`src/rtl/cache_axi_pkg.sv`:
```
// Shared constants and types for the cache-side AXI4 read path.
package cache_axi_pkg;

  localparam int          LINE_BEATS   = 8;
  localparam int          CNT_W        = $clog2(LINE_BEATS);
  localparam logic [7:0]  ARLEN_LINE   = 8'd7;
  localparam logic [7:0]  ARLEN_WORD   = 8'd0;
  localparam logic [2:0]  ARSIZE_WORD  = 3'd2;
  localparam logic [1:0]  ARBURST_INCR = 2'b01;

  typedef enum logic [1:0] {
    ST_IDLE,
    ST_AR,
    ST_R,
    ST_DONE
  } rd_state_e;

  typedef enum logic {
    OWN_I,
    OWN_D
  } rd_owner_e;

  function automatic logic [31:0] line_base(input logic [31:0] addr);
    return {addr[31:5], 5'b0};
  endfunction

endpackage

```
`src/rtl/cache_rd_beat_buffer.sv`:
```
// 8x32 read-beat collector with a saturating write pointer; extra beats
// after the eighth keep overwriting the last word.
module cache_rd_beat_buffer
  import cache_axi_pkg::*;
(
  input  logic                      clk,
  input  logic                      reset,
  input  logic                      clear,
  input  logic                      wr_en,
  input  logic [31:0]               wdata,
  output logic [LINE_BEATS*32-1:0]  line,
  output logic [CNT_W-1:0]          cnt
);

  logic [LINE_BEATS-1:0][31:0] words;

  always_ff @(posedge clk or posedge reset) begin
    if (reset) begin
      words <= '0;
      cnt   <= '0;
    end else if (clear) begin
      words <= '0;
      cnt   <= '0;
    end else if (wr_en) begin
      words[cnt] <= wdata;
      if (cnt != CNT_W'(LINE_BEATS - 1))
        cnt <= cnt + 1'b1;
    end
  end

  assign line = words;

endmodule

```
`src/rtl/cache_rd_arbiter.sv`:
```
// Shares one AXI4 read channel between icache and dcache, one transaction at a time.
// Define CACHE_ARB_ROUND_ROBIN_EN for round-robin grants; default is dcache-first.
module cache_rd_arbiter
  import cache_axi_pkg::*;
#(
  parameter logic [3:0] ICACHE_ID = 4'd0,
  parameter logic [3:0] DCACHE_ID = 4'd1
) (
  input  logic         clk,
  input  logic         reset,

  input  logic         i_rd_req,
  input  logic         i_rd_type,
  input  logic [31:0]  i_rd_addr,
  output logic         i_rd_rdy,
  output logic         i_ret_valid,
  output logic [255:0] i_ret_data,

  input  logic         d_rd_req,
  input  logic         d_rd_type,
  input  logic [31:0]  d_rd_addr,
  output logic         d_rd_rdy,
  output logic         d_ret_valid,
  output logic [255:0] d_ret_data,

  output logic [3:0]   arid,
  output logic [31:0]  araddr,
  output logic [7:0]   arlen,
  output logic [2:0]   arsize,
  output logic [1:0]   arburst,
  output logic         arvalid,
  input  logic         arready,

  input  logic [3:0]   rid,
  input  logic [31:0]  rdata,
  input  logic [1:0]   rresp,
  input  logic         rlast,
  input  logic         rvalid,
  output logic         rready
);

  rd_state_e  state_q, state_d;
  rd_owner_e  owner_q;
  logic       type_q;
  logic [31:0] addr_q;
  logic       take_grant;
  logic       grant_d;
  logic [255:0] line;
  logic [255:0] ret_word;
  logic [CNT_W-1:0] beat_cnt;
  logic       unused_axi;

  assign unused_axi = ^{rid, rresp, beat_cnt};

`ifdef CACHE_ARB_ROUND_ROBIN_EN
  rd_owner_e last_q;

  always_ff @(posedge clk or posedge reset) begin
    if (reset)
      last_q <= OWN_I;
    else if (take_grant)
      last_q <= grant_d ? OWN_D : OWN_I;
  end

  assign grant_d = d_rd_req && (!i_rd_req || last_q == OWN_I);
`else
  assign grant_d = d_rd_req;
`endif

  // Gate with reset so no grant can be seen while reset is held.
  assign take_grant = (state_q == ST_IDLE) && !reset && (i_rd_req || d_rd_req);

  always_ff @(posedge clk or posedge reset) begin
    if (reset) begin
      owner_q <= OWN_I;
      type_q  <= 1'b0;
      addr_q  <= '0;
    end else if (take_grant) begin
      owner_q <= grant_d ? OWN_D : OWN_I;
      type_q  <= grant_d ? d_rd_type : i_rd_type;
      addr_q  <= grant_d ? d_rd_addr : i_rd_addr;
    end
  end

  always_ff @(posedge clk or posedge reset) begin
    if (reset)
      state_q <= ST_IDLE;
    else
      state_q <= state_d;
  end

  always_comb begin
    state_d = state_q;
    unique case (state_q)
      ST_IDLE: if (take_grant)        state_d = ST_AR;
      ST_AR:   if (arready)           state_d = ST_R;
      ST_R:    if (rvalid && rlast)   state_d = ST_DONE;
      ST_DONE:                        state_d = ST_IDLE;
      default:                        state_d = ST_IDLE;
    endcase
  end

  // AR fields are only driven while the address phase is live.
  always_comb begin
    i_rd_rdy    = take_grant && !grant_d;
    d_rd_rdy    = take_grant && grant_d;
    arvalid     = 1'b0;
    arid        = '0;
    araddr      = '0;
    arlen       = '0;
    arsize      = '0;
    arburst     = '0;
    rready      = 1'b0;
    i_ret_valid = 1'b0;
    d_ret_valid = 1'b0;
    unique case (state_q)
      ST_AR: begin
        arvalid = 1'b1;
        arid    = (owner_q == OWN_D) ? DCACHE_ID : ICACHE_ID;
        araddr  = type_q ? line_base(addr_q) : addr_q;
        arlen   = type_q ? ARLEN_LINE : ARLEN_WORD;
        arsize  = ARSIZE_WORD;
        arburst = ARBURST_INCR;
      end
      ST_R:    rready = 1'b1;
      ST_DONE: begin
        i_ret_valid = (owner_q == OWN_I);
        d_ret_valid = (owner_q == OWN_D);
      end
      default: ;
    endcase
  end

  cache_rd_beat_buffer u_beat_buffer (
    .clk   (clk),
    .reset (reset),
    .clear (take_grant),
    .wr_en ((state_q == ST_R) && rvalid),
    .wdata (rdata),
    .line  (line),
    .cnt   (beat_cnt)
  );

  assign ret_word   = type_q ? line : {224'b0, line[31:0]};
  assign i_ret_data = ret_word;
  assign d_ret_data = ret_word;

endmodule
```
`config.mk`:
```
export PLATFORM = sky130hd
export DESIGN_NAME = cache_rd_arbiter
export DESIGN_NICKNAME = d
export VERILOG_FILES = /design/src/rtl/cache_axi_pkg.sv /design/src/rtl/cache_rd_beat_buffer.sv /design/src/rtl/cache_rd_arbiter.sv
export SDC_FILE = /design/constraint.sdc
export NUM_CORES = 1
export LEC_CHECK = 0
export CAP_MARGIN = 20
export CORE_AREA = 2 2 264 266
export DETAILED_ROUTE_END_ITERATION = 10
export DIE_AREA = 0 0 266 268
export SLEW_MARGIN = 20
export SYNTH_ARGS = -nofsm -noshare
export SYNTH_HDL_FRONTEND = slang
export SYNTH_SLANG_ARGS = --single-unit
```
`constraint.sdc`:
```
create_clock -name clk -period 15.9 [get_ports clk]
set_input_delay 2.385 -clock clk [delete_from_list [all_inputs] [get_ports clk]]
set_output_delay 2.385 -clock clk [all_outputs]
set_load 0.03 [all_outputs]
```
=== Word-level counts from Yosys, hierarchy flattened ===
Cells that the tools add are included.

* Bitwise operators: 1
* Shifts and indexed selects: 0
* Magnitude comparators: 2
* Divide/modulo/power cells: 0
* $mul: 0
* Add/sub/neg operators: 1
* Multiplexer cells: 28
* Reduce and logical (&&, ||, !) cells: 15
* Equality and inequality tests: 7

{| class="wikitable"
|+ Operator list
! kind !! number
|-
| 2-to-1 mux 256 bit || 3
|-
| bitwise mux 256 bit || 1
|-
| demux 32 bit (select 3 bit) || 1
|-
| 2-to-1 mux 32 bit || 3
|-
| 2-to-1 mux 3 bit || 5
|-
| 2-to-1 mux 1 bit || 9
|-
| 2-to-1 mux 2 bit || 4
|-
| one-hot mux 2 bit (4 select lines) || 1
|-
| logical AND 1 bit || 7
|-
| != test 2 bit, second input constant || 3
|-
| 2-to-1 mux 5 bit || 1
|-
| == test 2 bit, second input constant || 2
|-
| < comparator 3 x 4 -> 1 bit, second input constant || 1
|-
| nonzero test 2 bit || 2
|-
| adder 3 x 1 -> 3 bit, second input constant || 1
|-
| greater-or-equal comparator 3 x 1 -> 1 bit, second input constant || 1
|-
| != test 3 bit, second input constant || 1
|-
| AND reduction 3 bit || 1
|-
| == test 2 x 1 -> 1 bit, second input constant || 1
|-
| logical NOT 1 bit || 2
|-
| logical NOT 2 bit || 1
|-
| AND reduction 2 bit || 1
|-
| logical OR 1 bit || 1
|-
| inverter 1 bit || 1
|}

* RAM bits: 0
* Word-level logic and storage cells: 67
* Input port bits: 111
* Bits in read-only memories: 0
* Bits in latches: 0
* Flip-flop bits (word level): 295
* Output and inout port bits: 567
* Memories: 0

=== Longest topological paths before layout ===
Gate-level depths: netlist of the first run.

* Depth after elaboration: 7
* Depth in mapped cells: 8
* Gate-level depth less buffers: 5

=== Hierarchy ===
A second synthesis of the first run with hierarchy kept.

* Cells, all modules: 1874
* Area, all modules: 16228.1 µm²

{| class="wikitable"
|+ By module, submodules not included
! module !! seq. area each (µm²) !! cells an instance !! area each (µm²) !! instances
|-
| cache_rd_beat_buffer || 6481.2 || 1177 || 10706.5 || 1
|-
| cache_rd_arbiter || 900.9 || 697 || 5521.5 || 1
|}

=== Worst setup path after synthesis of the first run ===
Ideal clock, no wire load.

* Kind: input port to output port
* From: in reset
* To: out d_rd_rdy
* Data required time: 13.515 ns
* Path slack: 3.701 ns
* Buffers on the path: 2
* Arrival: 9.814 ns
* Stages: 4
* Cells stage by stage: inv_1 > and3_1 > clkbuf_1 > clkbuf_1

* Word-level cells in the longest chain between the ends: 4

{| class="wikitable"
|+ Ends and longest elaborated chain
! element !! line !! source
|-
| start, declared || cache_rd_arbiter.sv:10 || <nowiki>input logic reset,</nowiki>
|-
| logical NOT 1 bit (no source line) || n/a ||
|-
| logical AND 1 bit (2 in a row) || cache_rd_arbiter.sv:71 || <nowiki>assign take_grant = (state_q == ST_IDLE) && !reset && (i_rd_req || d_rd_req);</nowiki>
|-
| logical AND 1 bit || cache_rd_arbiter.sv:106 || <nowiki>d_rd_rdy = take_grant && grant_d;</nowiki>
|-
| end, declared || cache_rd_arbiter.sv:22 || <nowiki>output logic d_rd_rdy,</nowiki>
|}

No other way between the ends.

=== Worst setup path after layout of the first run ===
Same ends and word-level chain as after synthesis.

==> summary.txt, run 1 <==
Yosys
  – Gate Count Post-Synth: 1657
  – Synth warnings: 0
  – Most used standard cell by instance count after synthesis: buf_4
  – Async set-reset flop share out of synthesis: 100%
  – Sequential-to-total area share from yosys stat: 43.8%
  – Cell types with the largest area share after synthesis: dfrtp_1 44%, mux2i_1 15%, buf_4 14%, and2_1 9.6%, o21ai_0 7.6%
  – EDFF count, synth: 0
  – Synth unique cells: 33
  – Synthesized area per cell: 10.2 um^2
  – Flip-flop and latch count after synthesis: 295
  – Top post-synthesis cells by count: 306 x buf_4, 295 x dfrtp_1, 259 x and2_1, 258 x mux2i_1, 256 x o21ai_0
  – Top-area cell type share of the netlist area: 43.8%
  – Area of the mapped netlist: 0.0169 mm^2
  – Most common flop cell mapped by yosys: dfrtp_1
  – Synth area leader: dfrtp_1

Power and ir drop
  – Clk pwr share: 24.7%
  – Overall power of the completed layout: 3.43 mW
  – Power share of the sequential group: 31.7%
  – Switching share of power: 40.8%
  – Lkg Pwr: 10.8 nW
  – Maximum vdd drop: 92.6 uV
  – P per Cell Area: 148 mW/mm^2
  – Internal power component: 2.03 mW
  – Net switching power: 1.40 mW
  – Combinational share of power: 43.7%

STA
  – Unrepaired setup endpoints after global routing: false
  – Final Worst Setup Slack: 8.67 ns
  – Final hold violations: 0
  – Slew headroom: 17.6%
  – Final max-slew violation count: 0
  – Final TNS setup: 0 ns
  – Maximum clock frequency: 0.138 GHz
  – Minimum period implied by the final worst setup slack: 7.23 ns
  – Slew of the pin with the lowest slew margin: 1.23 ns
  – Final setup viols: 0
  – Clock Skews: 0.0130 ns
  – Worst hold margin: 0.504 ns
  – Portion of the clock cycle consumed by the worst path in the final layout: 45.4%

Placed design
  – Detailed placer's ending HPWL: 43000 um
  – GP Congestion: 0.783
  – Count of input and output buffers: 660
  – Cell total after placement: 2789
  – Pre-CTS WS: 8.59 ns
  – Placed inst area: 0.0220 mm^2

Clock network
  – Number of levels the H-tree was split into: 2
  – Number of clock sinks: 295
  – Post CTS Setup Buffer Count: 0
  – TritonCTS Buffers: 37
  – Clock edge transition at the registers on the reported setup and hold paths: 0.06 ns
  – CTS Hold Bufs: 0
  – Clock root buffer: clkbuf_16
  – Clock insertion delay at the later pin of the skew report: 0.53 ns
  – TritonCTS clock tree: yes
  – Clock buffer depth: 3
  – # resized after CTS: 0

Worst setup path
  – Endpoint required time on the critical path: 13.52 ns
  – Ordered cell list for the critical path: clkdlybuf4s50_1 > inv_8 > and3_1 > buf_4 > clkdlybuf4s50_1
  – Critical path class: primary input to output pin
  – Cell with the largest stage delay on the worst path: clkdlybuf4s50_1
  – CP Launch Type: primary input
  – Category of cells accounting for the largest share of critical-path delay: buffers and inverters
  – Most used cell along the critical path: clkdlybuf4s50_1
  – CP peak stage delay: 0.76 ns
  – Critical Path Sink Type: output pin
  – Critical-path maximum fanout: 103
  – Combined buffer and inverter count along the critical path: 4
  – Critical path data arrival time: 4.84 ns

Cells and area
  – Final design instance area without fill: 0.0232 mm^2
  – Fraction of final layout cells with drive strength greater than 1: 5.17%
  – Count of antenna diodes in the layout: 0
  – Fill cell instance count of the final layout: 6791
  – Cell Count, Final, Fillers Out: 2854
  – Utilization after layout: 34.0%
  – Layout Area Growth over Synthesis: 37.8%
  – Nets: 2064

Detailed routing
  – Drt via density: 4.66
  – Wire per inst: 21.4 um
  – Detailed-route via count: 13.3k
  – Detail Route Antenna Nets: 0
  – Number of DRC violations after detailed routing: 0
  – Final wirelength: 61100 um
  – Iteration-0 DRC count of the detailed router: 848
  – 1st-pass router iterations: 5

Floorplan
  – Total die area: 0.0713 mm^2
  – Overall die width: 266 um
  – Io pins: 678
  – Number of rows created at floorplan: 96
  – Area of the core: 0.0682 mm^2
  – Die height: 268 um
  – Starting density of the core: 24.7%

Hold path
  – Class of the tightest hold or removal check: flop to flop

GRT
  – Total Routing Usage GR: 16.4%
  – Number of antenna violations at the first check in global routing: 2
  – Vias in the first global route: 13.8k
  – Pin count of the biggest net entering global routing: 184
  – Total global routing overflow: 0
  – First-pass GRT wire length: 88600 um

Run status
  – Status: finished, final reports clean

Run
  – # Max-Cap Violations: 0
## worst register-to-register path, stage by stage (launching register included)
cell	delay (ns)
dfrtp_1	0.39
inv_1	0.10
ha_1	0.27
nand2b_4	0.29
buf_4	0.64
buf_12	0.56
o21ai_1	0.72
mux2i_1	0.31
## flip-flops by register name, indices dropped and copies added (netlist names)
register / cells
u_beat_buffer.cnt: 3
type_q: 1
addr_q: 32
state_q: 2
u_beat_buffer.line: 256
owner_q: 1
## kinds of logic (layout without fill, tap and decap cells)
family,after synthesis,after routing,synth area share [%]
multiplexers,259,259,15.4
XOR/XNOR,1,1,0.0520
AND/OR/NAND/NOR,322,322,12.3
buffers and inverters,446,751,17.2
adder cells (fa/ha/maj),7,7,0.520
flip-flops,295,295,43.8
other,1,11,0.0223
AO/OA/AOI/OAI,326,326,10.7
## placed cells by master (no fill, tap or decap), types with 7 or more instances in the layout
master / count
buf_4: 20
clkdlybuf4s50_1: 660
clkbuf_8: 9
nor4b_1: 33
clkbuf_16: 39
o21ai_1: 23
and2_1: 259
dfrtp_1: 294
o21ai_2: 9
conb_1: 11
o21ai_0: 256
ha_1: 7
a221o_1: 33
clkbuf_1: 8
nor2_1: 7
mux2i_1: 258
## metal layers
| metal | share of wire, % | GRT usage, % | up-vias |
|---|---|---|---|
| li1 | - | - | 5906 |
| met1 | 41 | 20.2 | 6772 |
| met2 | 51 | 29.2 | 550 |
| met3 | 5.5 | 2.91 | 79 |
| met4 | 2.4 | 5.06 | 2 |
| met5 | 0.013 | 0 | - |
## worst paths after layout
kind	slack, ns	end	cells after the start	from
min	0.50	addr_q[9]	1	addr_q[9]
min reg2reg	0.50	addr_q[9]	1	addr_q[9]
min in group asynchronous	2.39	state_q[1]	2	reset
max in group asynchronous	11.29	u_beat_buffer.line[50]	4	reset
max	8.67	d_rd_rdy	5	reset
max reg2reg	12.53	u_beat_buffer.line[102]	7	state_q[0]
## power by group through the flow
stage	sequential [mW]	clock, mW	combinational (mW)
CTS	1.09	0.872	1.52
floorplan	1.03	0	1.08
global placement	1.09	0	1.49
global route	1.11	0.902	1.59
finish	1.09	0.846	1.50
detailed placement	1.10	0	1.51
## area by class of cell
| class | instances | area (um^2) | share of cell area [%] |
|---|---|---|---|
| Clock buffer | 56 | 1130 | 4.87 |
| Clock inverter | 9 | 87.6 | 0.377 |
| Inverter | 3 | 18.8 | 0.0808 |
| Multi-Input combinational cell | 926 | 6670 | 28.7 |
| Sequential cell | 295 | 7390 | 31.8 |
| Tap cell | 882 | 1100 | 4.75 |
| Timing Repair Buffer | 683 | 6820 | 29.4 |
No activity file was read; power rests on OpenSTA's default activity.
==> inputs of run 2 (changes only) <==
Clock period 15.9 ns to 6.2 ns, I/O delays scaled along.
==> run 2 against run 1 <==
Against the previous run:
- via count fell by 1.9%
- sequential share of layout area rose by 0.086 points
- sequential power grew to 2.6 times the previous value
- largest power group unchanged
- combinational power rose to 2.5 times the previous value
- global-route usage is 0.98 points lower
- cell area decreased by 0.27%
==> summary.txt, run 2 (synthesized netlist as in run 1, its figures left out) <==
Run status
  – Status: finished, final reports clean

Detailed routing
  – Detailed-route via count: 13.1k
  – Wire per inst: 20.5 um
  – Final wirelength: 58400 um
  – 1st-pass router iterations: 5
  – Number of DRC violations after detailed routing: 0
  – Drt via density: 4.58
  – Detail Route Antenna Nets: 0
  – Iteration-0 DRC count of the detailed router: 760

STA
  – Slew headroom: 24.3%
  – Unrepaired setup endpoints after global routing: false
  – Clock Skews: 0.0130 ns
  – Final hold violations: 0
  – Final max-slew violation count: 0
  – Minimum period implied by the final worst setup slack: 4.32 ns
  – Maximum clock frequency: 0.231 GHz
  – Portion of the clock cycle consumed by the worst path in the final layout: 69.7%
  – Final setup viols: 0
  – Slew of the pin with the lowest slew margin: 1.13 ns

Cells and area
  – Fill cell instance count of the final layout: 6820
  – Layout Area Growth over Synthesis: 37.4%
  – Max reg flops: 256
  – Utilization after layout: 33.9%
  – Area used by sequential logic in the layout: 0.00739 mm^2
  – Fraction of final layout cells with drive strength greater than 1: 4.93%
  – Nets: 2062
  – Most common cell after layout, fill and taps aside: clkdlybuf4s50_1
  – Multi-input logic area: 0.00666 mm^2
  – Top library cells by usage in the layout, fill and taps aside: 660 x clkdlybuf4s50_1, 294 x dfrtp_1, 259 x and2_1
  – Count of antenna diodes in the layout: 0

Worst setup path
  – Cell with the largest stage delay on the worst path: dfrtp_4
  – Levels on crit path: 3
  – Critical path capture point: d_ret_data[83]
  – Critical-path maximum fanout: 88
  – Number of cells on the worst reg-to-reg path: 6
  – Critical Path Sink Type: output pin
  – Endpoint required time on the critical path: 5.27 ns
  – Category of cells accounting for the largest share of critical-path delay: buffers and inverters
  – Register-to-Register Setup Slack: 3.01 ns
  – CP Launch Type: flop
  – Ordered cell list for the critical path: buf_4 > and2_1 > clkdlybuf4s50_1
  – CP peak stage delay: 0.93 ns
  – Critical path class: flop to output pin
  – Critical path data arrival time: 3.39 ns
  – Combined buffer and inverter count along the critical path: 2
  – Critical R2R Capture: u_beat_buffer.line[38]
  – Worst reg2reg path startpoint: state_q[0]
  – Setup crit start: type_q

Placed design
  – Count of input and output buffers: 660
  – Detailed placer's ending HPWL: 40500 um
  – GP Congestion: 0.781

GRT
  – Total global routing overflow: 0
  – Pin count of the biggest net entering global routing: 171
  – Vias in the first global route: 13.2k
  – First-pass GRT wire length: 84100 um
  – Number of antenna violations at the first check in global routing: 1
  – Total Routing Usage GR: 15.4%

Clock network
  – Clock insertion delay at the later pin of the skew report: 0.53 ns
  – Clock edge transition at the registers on the reported setup and hold paths: 0.06 ns
  – # resized after CTS: 0
  – CTS Hold Bufs: 0
  – Post CTS Setup Buffer Count: 0
  – TritonCTS Buffers: 34
  – Number of clock sinks: 295
  – Clock root buffer: clkbuf_16
  – TritonCTS clock tree: yes
  – Number of levels the H-tree was split into: 2
  – Clock buffer depth: 3

Power and ir drop
  – Overall power of the completed layout: 8.67 mW
  – Lkg Pwr: 10.7 nW
  – P per Cell Area: 374 mW/mm^2
  – Maximum vdd drop: 227 uV

Floorplan
  – Overall die width: 266 um
  – Number of rows created at floorplan: 96
  – Starting density of the core: 24.7%
  – Die height: 268 um
  – Io pins: 678
  – Total die area: 0.0713 mm^2
  – Area of the core: 0.0682 mm^2

Hold path
  – Class of the tightest hold or removal check: flop to flop

Run
  – # Max-Cap Violations: 0
[run 2: cell types whose count changed in the layout (fill, tap and decap cells not counted)]
cell	delta
clkbuf_16	-4
o21ai_1	+3
o21ai_2	-3
buf_12	+2
bufinv_16	+2
clkbuf_1	-2
buf_16	-1
clkinv_2	+1
clkinv_4	-1
clkinvlp_4	+1
inv_6	-1
inv_8	-1
[run 2: layout make-up]
type / instances / area share, %
tap: 882 / 4.77
clock inverter: 10 / 0.584
timing repair buffer: 684 / 29.5
inverter: 3 / 0.0648
clock buffer: 50 / 4.41
multi-input combinational: 926 / 28.8
sequential: 295 / 31.9
[run 2: worst min-delay path by stage]
stage / startpoint / to / slack (ns) / cells past startpoint
final: addr_q[2] / addr_q[2] / 0.51 / 1
after global routing: addr_q[2] / addr_q[2] / 0.53 / 1
after CTS: addr_q[2] / addr_q[2] / 0.51 / 1
after detailed placement: addr_q[13] / addr_q[13] / 0.49 / 1
after global placement: addr_q[4] / addr_q[4] / 0.49 / 1
after floorplan: addr_q[0] / addr_q[0] / 0.47 / 1
[run 2: per-stage QoR]
stage          hold slack (ns)  worst slack [ns]  instance area, um^2  setup TNS [ns]  std cells
2_1_floorplan            0.472            -0.866                16900          -12.04       1667
3_3_place_gp             0.489              2.01                22000               0       2790
3_5_place_dp             0.493              2.02                22000               0       2790
4_1_cts                  0.509              1.75                23200               0       2850
5_1_grt                  0.529              1.65                23200               0       2850
6_report                 0.508              1.88                23200               0       2850
[run 2: power by group]
part | internal [mW] | switching (mW) | total (mW)
logic | 1.46 | 2.31 | 3.77
registers | 2.44 | 0.361 | 2.81
clock network | 1.27 | 0.827 | 2.10
total | 5.17 | 3.50 | 8.67
[run 2: worst register-to-register path, cell delays in order (launching register included)]
cell and delay, ns:
dfrtp_1 0.42, inv_1 0.12, ha_1 0.28, nand2b_4 0.34
buf_12 0.33, o21ai_1 1.34, mux2i_1 0.17
[run 2: layer usage]
metal	vias to the layer above	track usage, %	part of all wire (%)
met1	6595	19.1	41
met4	0	4.52	2.5
li1	5894	-	-
met5	-	0	0
met3	66	2.35	5.0
met2	503	27.8	52
